### src/rtl/pipeline_hazard_controller.sv
// Hazard/sequencing controller for the 5-stage pipeline.
// Drives stage enables, flushes, PC select and EX forwarding; freezes on slow memory.
//
// Ports:
//   clk, reset (sync, active-low)
//   ID:  rs1_id, rs2_id, use_rs1_id, use_rs2_id
//   EX:  rs1_ex, rs2_ex, rd_ex, MemRead_ex, branch_taken_ex
//   MEM: rd_mem, RegWrite_mem, MemAccess_mem, mem_ready
//   WB:  rd_wb, RegWrite_wb
//   out: PCWrite, IF_ID_Write, ID_EX_Write, EX_MEM_Write, MEM_WB_Write,
//        PCSrc, IF_ID_Flush, ID_EX_Flush, ForwardA, ForwardB, halted
//   HAZARD_PERF_EN adds stall_cycles, flush_events, freeze_cycles.
module pipeline_hazard_controller #(
    parameter int MEM_TIMEOUT = 16,
    parameter int REG_W       = 5
) (
    input  logic             clk,
    input  logic             reset,
    input  logic [REG_W-1:0] rs1_id,
    input  logic [REG_W-1:0] rs2_id,
    input  logic             use_rs1_id,
    input  logic             use_rs2_id,
    input  logic [REG_W-1:0] rs1_ex,
    input  logic [REG_W-1:0] rs2_ex,
    input  logic [REG_W-1:0] rd_ex,
    input  logic             MemRead_ex,
    input  logic [REG_W-1:0] rd_mem,
    input  logic             RegWrite_mem,
    input  logic             MemAccess_mem,
    input  logic             mem_ready,
    input  logic [REG_W-1:0] rd_wb,
    input  logic             RegWrite_wb,
    input  logic             branch_taken_ex,
    output logic             PCWrite,
    output logic             IF_ID_Write,
    output logic             ID_EX_Write,
    output logic             EX_MEM_Write,
    output logic             MEM_WB_Write,
    output logic             PCSrc,
    output logic             IF_ID_Flush,
    output logic             ID_EX_Flush,
    output logic [1:0]       ForwardA,
    output logic [1:0]       ForwardB,
    output logic             halted
`ifdef HAZARD_PERF_EN
    ,
    output logic [31:0]      stall_cycles,
    output logic [31:0]      flush_events,
    output logic [31:0]      freeze_cycles
`endif
);

    localparam logic [1:0] RUN      = 2'd0;
    localparam logic [1:0] MEM_WAIT = 2'd1;
    localparam logic [1:0] HALT     = 2'd2;

    localparam logic [7:0] WAIT_LAST = 8'(MEM_TIMEOUT - 1);

    logic [1:0] state;
    logic [1:0] state_nxt;
    logic [7:0] wait_cnt;
    logic [7:0] wait_cnt_nxt;

    logic mem_busy;
    logic halt_st;
    logic live;
    logic load_use;
    logic do_halt;
    logic do_freeze;
    logic do_redirect;
    logic do_stall;
    logic [1:0] fwd_a;
    logic [1:0] fwd_b;

    assign mem_busy = MemAccess_mem & ~mem_ready;
    assign halt_st  = (state == HALT);
    assign live     = reset & ~halt_st;

    assign load_use = MemRead_ex & (rd_ex != '0) &
                      ((use_rs1_id & (rs1_id == rd_ex)) |
                       (use_rs2_id & (rs2_id == rd_ex)));

    // Mutually exclusive actions, in priority order.
    assign do_halt     = reset & halt_st;
    assign do_freeze   = live & mem_busy;
    assign do_redirect = live & ~mem_busy & branch_taken_ex;
    assign do_stall    = live & ~mem_busy & ~branch_taken_ex & load_use;

    always_comb begin
        state_nxt    = state;
        wait_cnt_nxt = wait_cnt;
        case (state)
            RUN: begin
                wait_cnt_nxt = '0;
                if (mem_busy) state_nxt = MEM_WAIT;
            end
            MEM_WAIT: begin
                if (mem_ready) begin
                    state_nxt    = RUN;
                    wait_cnt_nxt = '0;
                end else if (wait_cnt == WAIT_LAST) begin
                    state_nxt = HALT;
                end else begin
                    wait_cnt_nxt = wait_cnt + 8'd1;
                end
            end
            HALT: begin
                state_nxt = HALT;
            end
            default: begin
                state_nxt    = RUN;
                wait_cnt_nxt = '0;
            end
        endcase
    end

    always_ff @(posedge clk) begin
        if (!reset) begin
            state    <= RUN;
            wait_cnt <= '0;
        end else begin
            state    <= state_nxt;
            wait_cnt <= wait_cnt_nxt;
        end
    end

    always_comb begin
        PCWrite      = 1'b1;
        IF_ID_Write  = 1'b1;
        ID_EX_Write  = 1'b1;
        EX_MEM_Write = 1'b1;
        MEM_WB_Write = 1'b1;
        PCSrc        = 1'b0;
        IF_ID_Flush  = 1'b0;
        ID_EX_Flush  = 1'b0;
        halted       = 1'b0;
        unique case (1'b1)
            do_halt: begin
                PCWrite      = 1'b0;
                IF_ID_Write  = 1'b0;
                ID_EX_Write  = 1'b0;
                EX_MEM_Write = 1'b0;
                MEM_WB_Write = 1'b0;
                halted       = 1'b1;
            end
            do_freeze: begin
                PCWrite      = 1'b0;
                IF_ID_Write  = 1'b0;
                ID_EX_Write  = 1'b0;
                EX_MEM_Write = 1'b0;
                MEM_WB_Write = 1'b0;
            end
            do_redirect: begin
                PCSrc       = 1'b1;
                IF_ID_Flush = 1'b1;
                ID_EX_Flush = 1'b1;
            end
            do_stall: begin
                PCWrite     = 1'b0;
                IF_ID_Write = 1'b0;
                ID_EX_Flush = 1'b1;
            end
            default: begin
            end
        endcase
    end

    // MEM/EX result beats the older WB result; x0 is never forwarded.
    assign fwd_a = (RegWrite_mem && rd_mem != '0 && rd_mem == rs1_ex) ? 2'b10 :
                   (RegWrite_wb && rd_wb != '0 && rd_wb == rs1_ex)    ? 2'b01 :
                                                                        2'b00;
    assign fwd_b = (RegWrite_mem && rd_mem != '0 && rd_mem == rs2_ex) ? 2'b10 :
                   (RegWrite_wb && rd_wb != '0 && rd_wb == rs2_ex)    ? 2'b01 :
                                                                        2'b00;

    assign ForwardA = live ? fwd_a : 2'b00;
    assign ForwardB = live ? fwd_b : 2'b00;

`ifdef HAZARD_PERF_EN
    always_ff @(posedge clk) begin
        if (!reset) begin
            stall_cycles  <= '0;
            flush_events  <= '0;
            freeze_cycles <= '0;
        end else begin
            if (do_stall && stall_cycles != '1)
                stall_cycles <= stall_cycles + 32'd1;
            if (do_redirect && flush_events != '1)
                flush_events <= flush_events + 32'd1;
            if (do_freeze && freeze_cycles != '1)
                freeze_cycles <= freeze_cycles + 32'd1;
        end
    end
`endif

endmodule
### config.mk
export PLATFORM = sky130hd
export DESIGN_NAME = pipeline_hazard_controller
export DESIGN_NICKNAME = d
export VERILOG_FILES = /design/src/rtl/pipeline_hazard_controller.sv
export SDC_FILE = /design/constraint.sdc
export NUM_CORES = 1
export LEC_CHECK = 0
export CAP_MARGIN = 25
export CORE_AREA = 8 8 61 63
export DETAILED_ROUTE_END_ITERATION = 6
export DIE_AREA = 0 0 69 71
export PLACE_DENSITY = 0.82
export SKIP_LAST_GASP = 1
export SYNTH_ARGS = -nofsm -noshare
export SYNTH_HDL_FRONTEND = slang
export SYNTH_SLANG_ARGS = --single-unit
### constraint.sdc
create_clock -name clk -period 2.1 [get_ports clk]
set_clock_uncertainty 0.2 [all_clocks]
set_input_delay 0.21 -clock clk [delete_from_list [all_inputs] [get_ports clk]]
set_output_delay 0.21 -clock clk [all_outputs]
set_load 0.05 [all_outputs]
# ---- Word level (Yosys, flattened, before mapping)
# Index checks and enable logic that the tools add are counted.
dict set report word_totals {
  elab_cells 65
  output_inout_bits 13
  register_bits 10
  in_bits 45
}
dict set report classes {
  n_bitwise 17
  n_reduce_logical 15
  muxes 18
  n_addsub 1
  eq_ne 12
}
# cell count
set ops {}
lappend ops {{== test 5 bit} 6}
lappend ops {{two-way mux 8 bit} 2}
lappend ops {{case mux 8 bit (2 select lines)} 1}
lappend ops {{nonzero test 5 bit} 3}
lappend ops {{two-way mux 2 bit} 7}
lappend ops {{AND 1 bit} 12}
lappend ops {{adder 8 x 1 -> 8 bit (second input constant)} 1}
lappend ops {{== test 8 x 4 -> 1 bit (second input constant)} 1}
lappend ops {{two-way mux 1 bit} 7}
lappend ops {{logical AND 1 bit} 6}
lappend ops {{inequality test 3 bit (second input constant)} 2}
lappend ops {{case mux 2 bit (3 select lines)} 1}
lappend ops {{inverter 1 bit} 4}
lappend ops {{AND reduction 2 bit} 2}
lappend ops {{OR reduction 2 bit} 2}
lappend ops {{OR reduction 3 bit} 1}
lappend ops {{== test 2 x 1 -> 1 bit (second input constant)} 1}
lappend ops {{== test 2 bit (second input constant)} 1}
lappend ops {{logical NOT 2 bit} 1}
lappend ops {{inequality test 2 bit (second input constant)} 1}
lappend ops {{bitwise OR 1 bit} 1}

# ---- Depth between registers and ports, before layout
# Gate-level depths: netlist (run 1).
dict set report logic_depth {
  ltp_word 8
  depth_mapped 5
  ltp_nobuf 5
}

# ---- Least setup slack after synthesis (run 1)
# No wires, ideal clock.
dict set report synth_timing {
  path_kind {register -> output}
  startpoint {reg state[1]}
  endpoint {out PCWrite}
  setup_slack_ns -1.011
  path_buffers 1
  path_stages_with_launch 5
  arrival_ns 2.701
  required_time_ns 1.690
  path_cell_list {dfxtp_1 > nor2b_1 > o21ai_0 > o41a_1 > buf_4}
}
dict set report synth_via {
  elab_chain_len 8
  elab_cells_between_ends 10
  cone_classes {1 x eq/ne; 1 x mux; 7 x bitwise; 1 x reduce/logical}
}
# item line_no
set synth_rtl {}
lappend synth_rtl {{start, declared} 59} ;# logic [1:0] state;
lappend synth_rtl {{start signal, assigned} 122} ;# state <= state_nxt;
lappend synth_rtl {{== test 2 bit (*)} 76} ;# assign halt_st = (state == HALT);
lappend synth_rtl {{inverter 1 bit (no source line)} n/a}
lappend synth_rtl {{AND 1 bit} 77} ;# assign live = reset & ~halt_st;
lappend synth_rtl {{AND 1 bit (3 in a row)} 87} ;# assign do_stall = live & ~mem_busy & ~branch_taken_ex & load_use;
lappend synth_rtl {{OR reduction 3 bit (no source line) (*)} n/a}
lappend synth_rtl {{two-way mux 1 bit (*)} n/a}
lappend synth_rtl {{end, declared} 34} ;# output logic PCWrite,
# Mark *: on every way between the ends. The rest lies on a longest branch, timed or not.

# ---- Final worst setup path (run 1)
dict set report layout_timing {
  startpoint {in RegWrite_wb}
  endpoint {out ForwardB[0]}
}
dict set report layout_via {
  elab_chain_len 5
}
# item line_no
set layout_rtl {}
lappend layout_rtl {{start, declared} 32} ;# input logic RegWrite_wb,
lappend layout_rtl {{logical AND 1 bit (2 in a row)} 173} ;# (RegWrite_wb && rd_wb != '0 && rd_wb == rs2_ex) ? 2'b01 :
lappend layout_rtl {{two-way mux 1 bit} 173}
lappend layout_rtl {{two-way mux 2 bit} 172} ;# assign fwd_b = (RegWrite_mem && rd_mem != '0 && rd_mem == rs2_ex) ? 2'b10 :
lappend layout_rtl {{two-way mux 2 bit} 177} ;# assign ForwardB = live ? fwd_b : 2'b00;
lappend layout_rtl {{end, declared} 43} ;# output logic [1:0] ForwardB,
# No other way between the ends.

==> run summary, run 1 <==
The run finished, with violations left. The checks that failed: setup timing. Counting every instance in the synthesized netlist gives 120.

The congestion estimate from routability-driven global placement came to 0.879. The run gives 3.12 mm as the sum of net half-perimeters after detailed placement. TritonCTS built the clock tree. For the initial standard-cell utilization of the core, the log shows 34.1%. Net switching is 33.0% of the power. The logic gate share of total power was 49.4%. 0 antenna diodes ended up in the layout. At the worst endpoint, the arrival time is 1.75 ns.

In this run, the clock network consumes 19.8% of the power. After synthesis the netlist holds a flip-flop and latch count of 10. Number of enable flip-flop cells after synthesis: 0. The placeable core area was 2850 um2; the register-to-register path setup slack was 0.33 ns.

The initialized floorplan defines 20 standard-cell rows. Global routing finished with a remaining overflow of 0. The floorplan step set the die width to 69 um. The first detailed-routing pass took 4 iterations. The tools report the total CTS buffers as 3. Total internal power: 424 uW.

The via-per-instance ratio was 5.26; the number of setup violations in the final report was 2. The worst-case IR drop observed on VDD is 0.303 mV. For the final routed database, the setup TNS stands at -0.0561 ns.

The net count of the mapped netlist was 166; the sequential area share after synthesis was 20.6%. In this run the tightest slew margin relative to its limit is 58.1%. The number of endpoints with negative hold slack in the final report is 0, and the clock-pin slew on the worst setup and hold paths is 0.06 ns.

The global-route wire length before repair came out at 6.17 mm. The critical path capture point type is a primary output. The run gives 0 as the max-slew violation total from the final report.

STA classifies the critical path startpoint as a primary input. From bottom edge to top edge, the die measures 71 um. The run gives 1 as the number of levels the H-tree was split into. In this run the power spent charging and discharging nets is 209 uW. The average cell area after synthesis was 8.11 um2. The detailed router finished its first iteration with 44 violations. Timing-limited maximum frequency: 464 MHz. The logs give 15.0% for the global router's overall resource usage and 973 um2 for the post-synth design cell area.

Slew at the pin closest to its max-slew limit: 0.623 ns. The run gives -0.0555 ns as the post-route worst setup slack. The critical path is of the in -> out type. For this design, the slowest cell found on the critical path is clkdlybuf4s50_1. The final hold slack is 0.291 ns, and the average detailed-routed wire length per instance is 16.5 um.

The critical path goes through clkdlybuf4s50_1 -> o2111ai_4 -> or4_4 -> nor4_4 -> buf_12. Class of the tightest hold or removal check: reg -> reg. No sink is reached through more buffers than the 2 on the longest clock path. The logs give 10 for the number of clock sinks seen by CTS and 11 for the maximum number of pins on one net before global-route repair. For this run, the leading register cell type out of synthesis is dfxtp_1. Counting flops with an async set or reset pin after synthesis yields a share of 0%. Of the cells placed in the final design, the portion with a size suffix greater than 1 is 37.0%. The tools report the number of global-route vias before repair as 1299. The detailed router placed 1225 vias in this run. The tools report the number of distinct library cells after synthesis as 36. The post-layout net count is 248, and the critical path's largest stage delay is 0.51 ns. Setup repair after global routing could not meet its margin everywhere. The layout-stage area growth over the synthesis result was 97.2%. The run gives 1.69 ns as the required time of the worst setup path.

Pin placement for this block handled 58 I/O pins. The number of antenna violations at the first check in global routing is 0, and the worst-path maximum fanout is 2. Post-detailed-route count of antenna-violating nets: 0. Max-cap violations in this run came to 0.

The number of I/O port buffers is 57, and the full die area is 4900 um2. Summed over all layers, the routed wires come to 3.85 mm. The post-route fraction of the period consumed by the critical path is 103%. The run gives 0 as the yosys synthesis warning count.

CTS placed an instance of clkbuf_4 at the clock tree root. The cell leakage power was 0.773 nW. The final critical path time including I/O delays and setup was 2.16 ns. The share of total power dissipated in sequential elements is 30.8%.

The power density normalized to cell area works out to 330 nW/um2. The tools report the detailed-route DRC error count as 0. The insertion delay of the later-clocked pin in the worst-skew pair came out at 0.26 ns.
==> cell usage after synthesis (2+ instances only) <==
| cell type | instances | area share [%] |
|---|---|---|
| nand2_1 | 3 | 1.2 |
| nor3_1 | 5 | 2.6 |
| buf_4 | 4 | 3.1 |
| nor3b_1 | 2 | 1.5 |
| nor2b_1 | 2 | 1.3 |
| xor2_1 | 19 | 17 |
| nand4_1 | 2 | 1.3 |
| a21oi_1 | 5 | 2.6 |
| nor2_1 | 8 | 3.1 |
| xnor2_1 | 14 | 13 |
| or4_1 | 5 | 3.9 |
| nand3_1 | 7 | 3.6 |
| o21ai_0 | 6 | 3.1 |
| nor4_1 | 7 | 4.5 |
| dfxtp_1 | 10 | 21 |
==> cell families (layout without fill, tap and decap cells) <==
logic type      after synthesis  after routing  synth area share [%]
simple gates                 50             50                  30.2
xor+xnor                     33             33                  29.7
compound gates               19             19                  13.2
flops                        10             10                  20.6
buf+inv                       6             86                  3.98
fa+ha+maj                     1              1                  1.29
mux                           1              1                  1.03
==> final timing paths <==
kind	endpoint	cells past startpoint	startpoint
setup / recovery	ForwardB[0]	5	RegWrite_wb
hold reg to reg	state[0]$_SDFFE_PN0P_	1	state[1]$_SDFFE_PN0P_
hold / removal	state[0]$_SDFFE_PN0P_	1	state[1]$_SDFFE_PN0P_
setup reg to reg	wait_cnt[1]$_SDFFE_PN0P_	5	state[0]$_SDFFE_PN0P_
==> layer usage <==
metal | vias to the layer above | track usage (%) | routed length, um | part of all wire [%]
li1 | 602 | - | - | -
met1 | 571 | 16.4 | 1540 | 40
met2 | 49 | 28.0 | 2050 | 53
met3 | 3 | 3.08 | 226 | 5.9
met4 | 0 | 4.78 | 35 | 0.91
met5 | - | 0 | 0 | 0
==> flip-flops by register name (all words and copies together), names as in the netlist <==
name / flops
wait_cnt: 8
state: 2
==> critical path, delay by kind of cell <==
family	cells	cell delay (ns)
AOI/OAI and AO/OA	1	0.13
and+or+nand+nor	2	0.72
buffers and inverters	2	0.69
==> cells in the final DEF (no fill, tap or decap), types with 2 or more instances in the layout <==
cell / count
or4_4: 3
and2_1: 2
dlygate4sd2_1: 14
a21oi_1: 5
nand4_1: 2
xnor2_1: 14
nor3_1: 4
clkdlybuf4s50_1: 18
o21ai_0: 5
buf_4: 26
clkbuf_4: 3
xor2_1: 18
nor4_1: 3
nor4_2: 4
nor2b_1: 2
buf_2: 6
nand2_1: 2
clkbuf_2: 3
dfxtp_1: 8
buf_12: 8
or4_1: 2
dfxtp_2: 2
nor2_1: 8
nand3_1: 7
buf_6: 4
==> power groups by stage <==
stage	clock network, mW	registers (mW)	logic [mW]
2_1_floorplan	0	0.198	0.129
3_3_place_gp	0	0.198	0.297
3_5_place_dp	0	0.199	0.303
4_1_cts	0.132	0.194	0.308
5_1_grt	0.142	0.195	0.331
6_report	0.125	0.195	0.313
==> metrics by stage <==
| step | std cells | area, um2 | power [mW] | worst slack [ns] | util [%] |
|---|---|---|---|---|---|
| 2_1_floorplan | 120 | 1030 | 0.327 | -0.216 | - |
| 3_3_place_gp | 225 | 1830 | 0.495 | -0.265 | 64.1 |
| 3_5_place_dp | 225 | 1830 | 0.502 | -0.371 | 64.1 |
| 4_1_cts | 233 | 1910 | 0.635 | -0.0278 | 66.9 |
| 5_1_grt | 233 | 1920 | 0.668 | -0.103 | 67.3 |
| 6_report | 233 | 1920 | 0.633 | -0.0555 | 67.3 |
==> what timing repair did <==
| item | in CTS | in global routing |
|---|---|---|
| buffers inserted | 5 | 0 |
| pin swaps | 14 | 6 |
| hold endpoints to repair | 0 | 0 |
| hold buffers | 0 | 0 |
| cloned | 0 | 0 |
| gates resized for setup | 59 | 11 |
| setup endpoints to repair | 7 | 8 |
==> layout make-up <==
cell class | instances | area [um2]
Clock buffer | 3 | 22.5
Fill cell | 228 | 933
Inverter | 1 | 3.75
Multi-Input combinational cell | 104 | 867
Sequential cell | 10 | 203
Tap cell | 33 | 41.3
Timing Repair Buffer | 82 | 782
Power figures use the tool's default switching activity.
==> run 2: changes to the inputs <==
RECOVER_POWER = 25   (was not set)
==> run 2 against run 1 <==
  * The flow still finishes with violations (setup timing)
  * Sequential power about the same
  * Critical path depth stayed put
  * Wire length is 0.10% lower
  * Sequential cell count stayed put
  * Power decreased by 0.22%
  * Clock power is essentially flat
  * Non-clock buffer count is the same
  * Die area unchanged
  * Sequential share of layout area up 0.090 points
  * First-iteration DRC count unchanged
  * Final cell count did not move
  * Highest routed layer unchanged
==> run summary, run 2 (synthesis gave the netlist of run 1 again) <==
The flow ran to the end, but the final reports show violations. The final reports fail on setup timing. The required time of the worst setup path is 1.69 ns (about the same). The sum of net half-perimeters after detailed placement was 3.12 mm (unchanged). For the global-route wire length before repair, the log shows 6.17 mm (unchanged).

Last weighted congestion value of the routability-driven placer: 0.879 (unchanged). The tools report the reg-to-reg critical path endpoint as wait_cnt[1]$_SDFFE_PN0P_. The count of maximum capacitance violations is 0 (unchanged). Max-slew violation total from the final report: 0 (unchanged). The peak supply drop came out at 0.303 mV (about the same). Worst-path maximum fanout: 2 (unchanged).

The total grt overflow is 0 (unchanged). The clock-pin slew on the worst setup and hold paths was 0.06 ns (about the same). For the number of antenna violations at the first check in global routing, the log shows 0 (unchanged). The post-detailed-route count of antenna-violating nets is 0 (unchanged). Via-per-instance ratio: 5.26 (unchanged). TritonCTS built the clock tree.

The post-layout net count came out at 248 (unchanged). The post-route fraction of the period consumed by the critical path was 103% (about the same). For the post-place instance area, the log shows 1830 um2 (unchanged). For the total CTS buffers, the log shows 3 (unchanged). The critical path's largest stage delay works out to 0.51 ns (about the same). The number of buffers added to fix hold violations after cts came out at 0 (unchanged). STA classifies the critical path startpoint as a primary input. The tools report the timing-limited maximum frequency as 464 MHz (unchanged). Cell leakage power: 0.766 nW (-0.91%). The maximum number of pins on one net before global-route repair is 11 (unchanged). Setup repair after global routing could not meet its margin everywhere. Overall die width: 69 um (unchanged). Following the worst setup path forward leads to its endpoint at ForwardB[0]. The number of endpoints with negative hold slack in the final report is 0 (unchanged), and the endpoint arrival time on the critical path is 1.75 ns (about the same). Average detailed-routed wire length per instance: 16.5 um (-0.10%). The logs give 0.291 ns (-0.00000100 ns) for the final hold slack and -0.0555 ns (+0.00000130 ns) for the post-route worst setup slack.

The tools report the total power consumption of the routed design as 631 uW (-0.22%). The slowest stage of the critical path belongs to the cell clkdlybuf4s50_1. The critical path capture point type is a primary output. The die height is 71 um (unchanged), and the flip-flop count of the largest register, all copies and words added is 8 (unchanged).

The insertion delay of the later-clocked pin in the worst-skew pair was 0.26 ns (about the same); the number of I/O port buffers was 57 (unchanged). Leaving out fill and tap cells, the most frequent cells in the layout are 26 x buf_4, 18 x xor2_1, 18 x clkdlybuf4s50_1. The worst-case headroom to the max-slew limit is 57.8% (-0.24 points), and the final critical path time including I/O delays and setup is 2.16 ns (-0.00000130 ns). The first-pass iteration count of the detailed router came out at 4 (unchanged). The critical setup path kind was in -> out. The worst reg2reg path depth was 5 (unchanged).

The critical path goes through clkdlybuf4s50_1 -> o2111ai_4 -> or4_4 -> nor4_4 -> buf_12. The initial standard-cell utilization of the core was 34.1% (unchanged). The worst register-to-register path begins at state[0]$_SDFFE_PN0P_. The slew at the pin closest to its max-slew limit is 0.627 ns (+0.00356 ns). The number of setup violations in the final report was 2 (unchanged); the total non-filler cell area in the finished layout was 1900 um2 (-0.85%).

For the number of placement rows, the log shows 20 (unchanged). The largest registers in the layout are wait_cnt (8), state (2). The worst hold path begins at state[1]$_SDFFE_PN0P_. The final wirelength was 3.84 mm (-0.10%). The run gives 0.33 ns (about the same) as the register-to-register path setup slack.

The run gives 15.0% (unchanged) as the global router's overall resource usage. The run gives 4900 um2 (unchanged) as the full die area. Power density normalized to cell area: 332 nW/um2 (+0.63%). The tightest min-delay check is of the reg -> reg type.

The number of placed I/O pins is 58 (unchanged). Tracing the worst setup path back leads to its startpoint at RegWrite_wb. Clock tree synthesis selected as its root buffer the cell clkbuf_4. The detailed-route DRC error count came out at 0 (unchanged). The leading cell type in the layout, fill and taps excluded is buf_4. From synthesis to final layout, the design area changed by 95.5%. The logs give 1225 (unchanged) for the overall via count from detail_route and 1 (unchanged) for the number of levels the H-tree was split into. The share of post-route cells with drive strength above 1 works out to 36.5% (-0.50 points).

The run gives 2850 um2 (unchanged) as the placeable core area. Largest buffer count on any clock path: 2 (unchanged). The run gives 10 (unchanged) as the number of clock sinks seen by CTS.

The logs give 1299 (unchanged) for the number of global-route vias before repair and 0 (unchanged) for the number of antenna repair diodes. Ranked by flip-flop count, first place goes to wait_cnt. The initial DRC count was 44 (unchanged).
==> run 2: cell count changes in the layout (fill, tap and decap cells not counted) <==
cell      before  now
buf_12         8    7
clkbuf_1       0    1
==> run 2: report_power, final <==
part | internal (mW) | leakage (nW) | switching [mW]
Combinational | 0.164 | 0.671 | 0.147
Clock | 0.0659 | 0.0138 | 0.0593
Sequential | 0.192 | 0.0816 | 0.00241
==> run 2: stage by stage <==
step	instances	setup TNS [ns]	worst slack, ns	utilization, %
6_report	233	-0.0561	-0.0555	66.7
5_1_grt	233	-0.203	-0.103	66.7
4_1_cts	233	-0.0278	-0.0278	66.9
3_5_place_dp	225	-1.63	-0.371	64.1
3_3_place_gp	225	-1.33	-0.265	64.1
2_1_floorplan	120	-0.280	-0.216	-
==> run 2: how the worst min path moves through the flow <==
| stage | end | slack [ns] | cells after the start |
|---|---|---|---|
| after floorplan | state[0]$_SDFFE_PN0P_ | 0.08 | 1 |
| after global placement | state[0]$_SDFFE_PN0P_ | 0.27 | 1 |
| after detailed placement | state[0]$_SDFFE_PN0P_ | 0.29 | 1 |
| after CTS | state[0]$_SDFFE_PN0P_ | 0.29 | 1 |
| after global routing | state[0]$_SDFFE_PN0P_ | 0.31 | 1 |
| final | state[0]$_SDFFE_PN0P_ | 0.29 | 1 |
==> run 2: layout make-up <==
type / instances / area, um2
Timing Repair Buffer: 82 / 766
Clock buffer: 3 / 22.5
Fill cell: 229 / 950
Sequential cell: 10 / 203
Inverter: 1 / 3.75
Multi-Input combinational cell: 104 / 867
Tap cell: 33 / 41.3
==> run 2: worst max-delay path, delay by kind of cell <==
kind / cells / cell delay [ns]
AO/OA/AOI/OAI: 1 / 0.13
buffers and inverters: 2 / 0.69
AND/OR/NAND/NOR: 2 / 0.72
==> run 2: what timing repair did <==
| action | CTS | global route |
|---|---|---|
| setup endpoints to repair | 7 | 8 |
| pin swaps | 14 | 6 |
| resized for setup | 59 | 11 |
| setup buffers | 5 | 0 |
==> run 2: per-layer routing <==
layer  wire, um  GRT usage (%)  vias up
met1       1540           16.4      571
li1           -              -      602
met2       2050           28.0       49
met5          0              0        -
met4         35           4.78        0
met3        222           3.08        3
==> run 3: changes to the inputs <==
CTS_CLUSTER_DIAMETER = 60   (was not set)
==> results of run 3 <==
Final layout, timing and power as in run 2 (identical DEF).
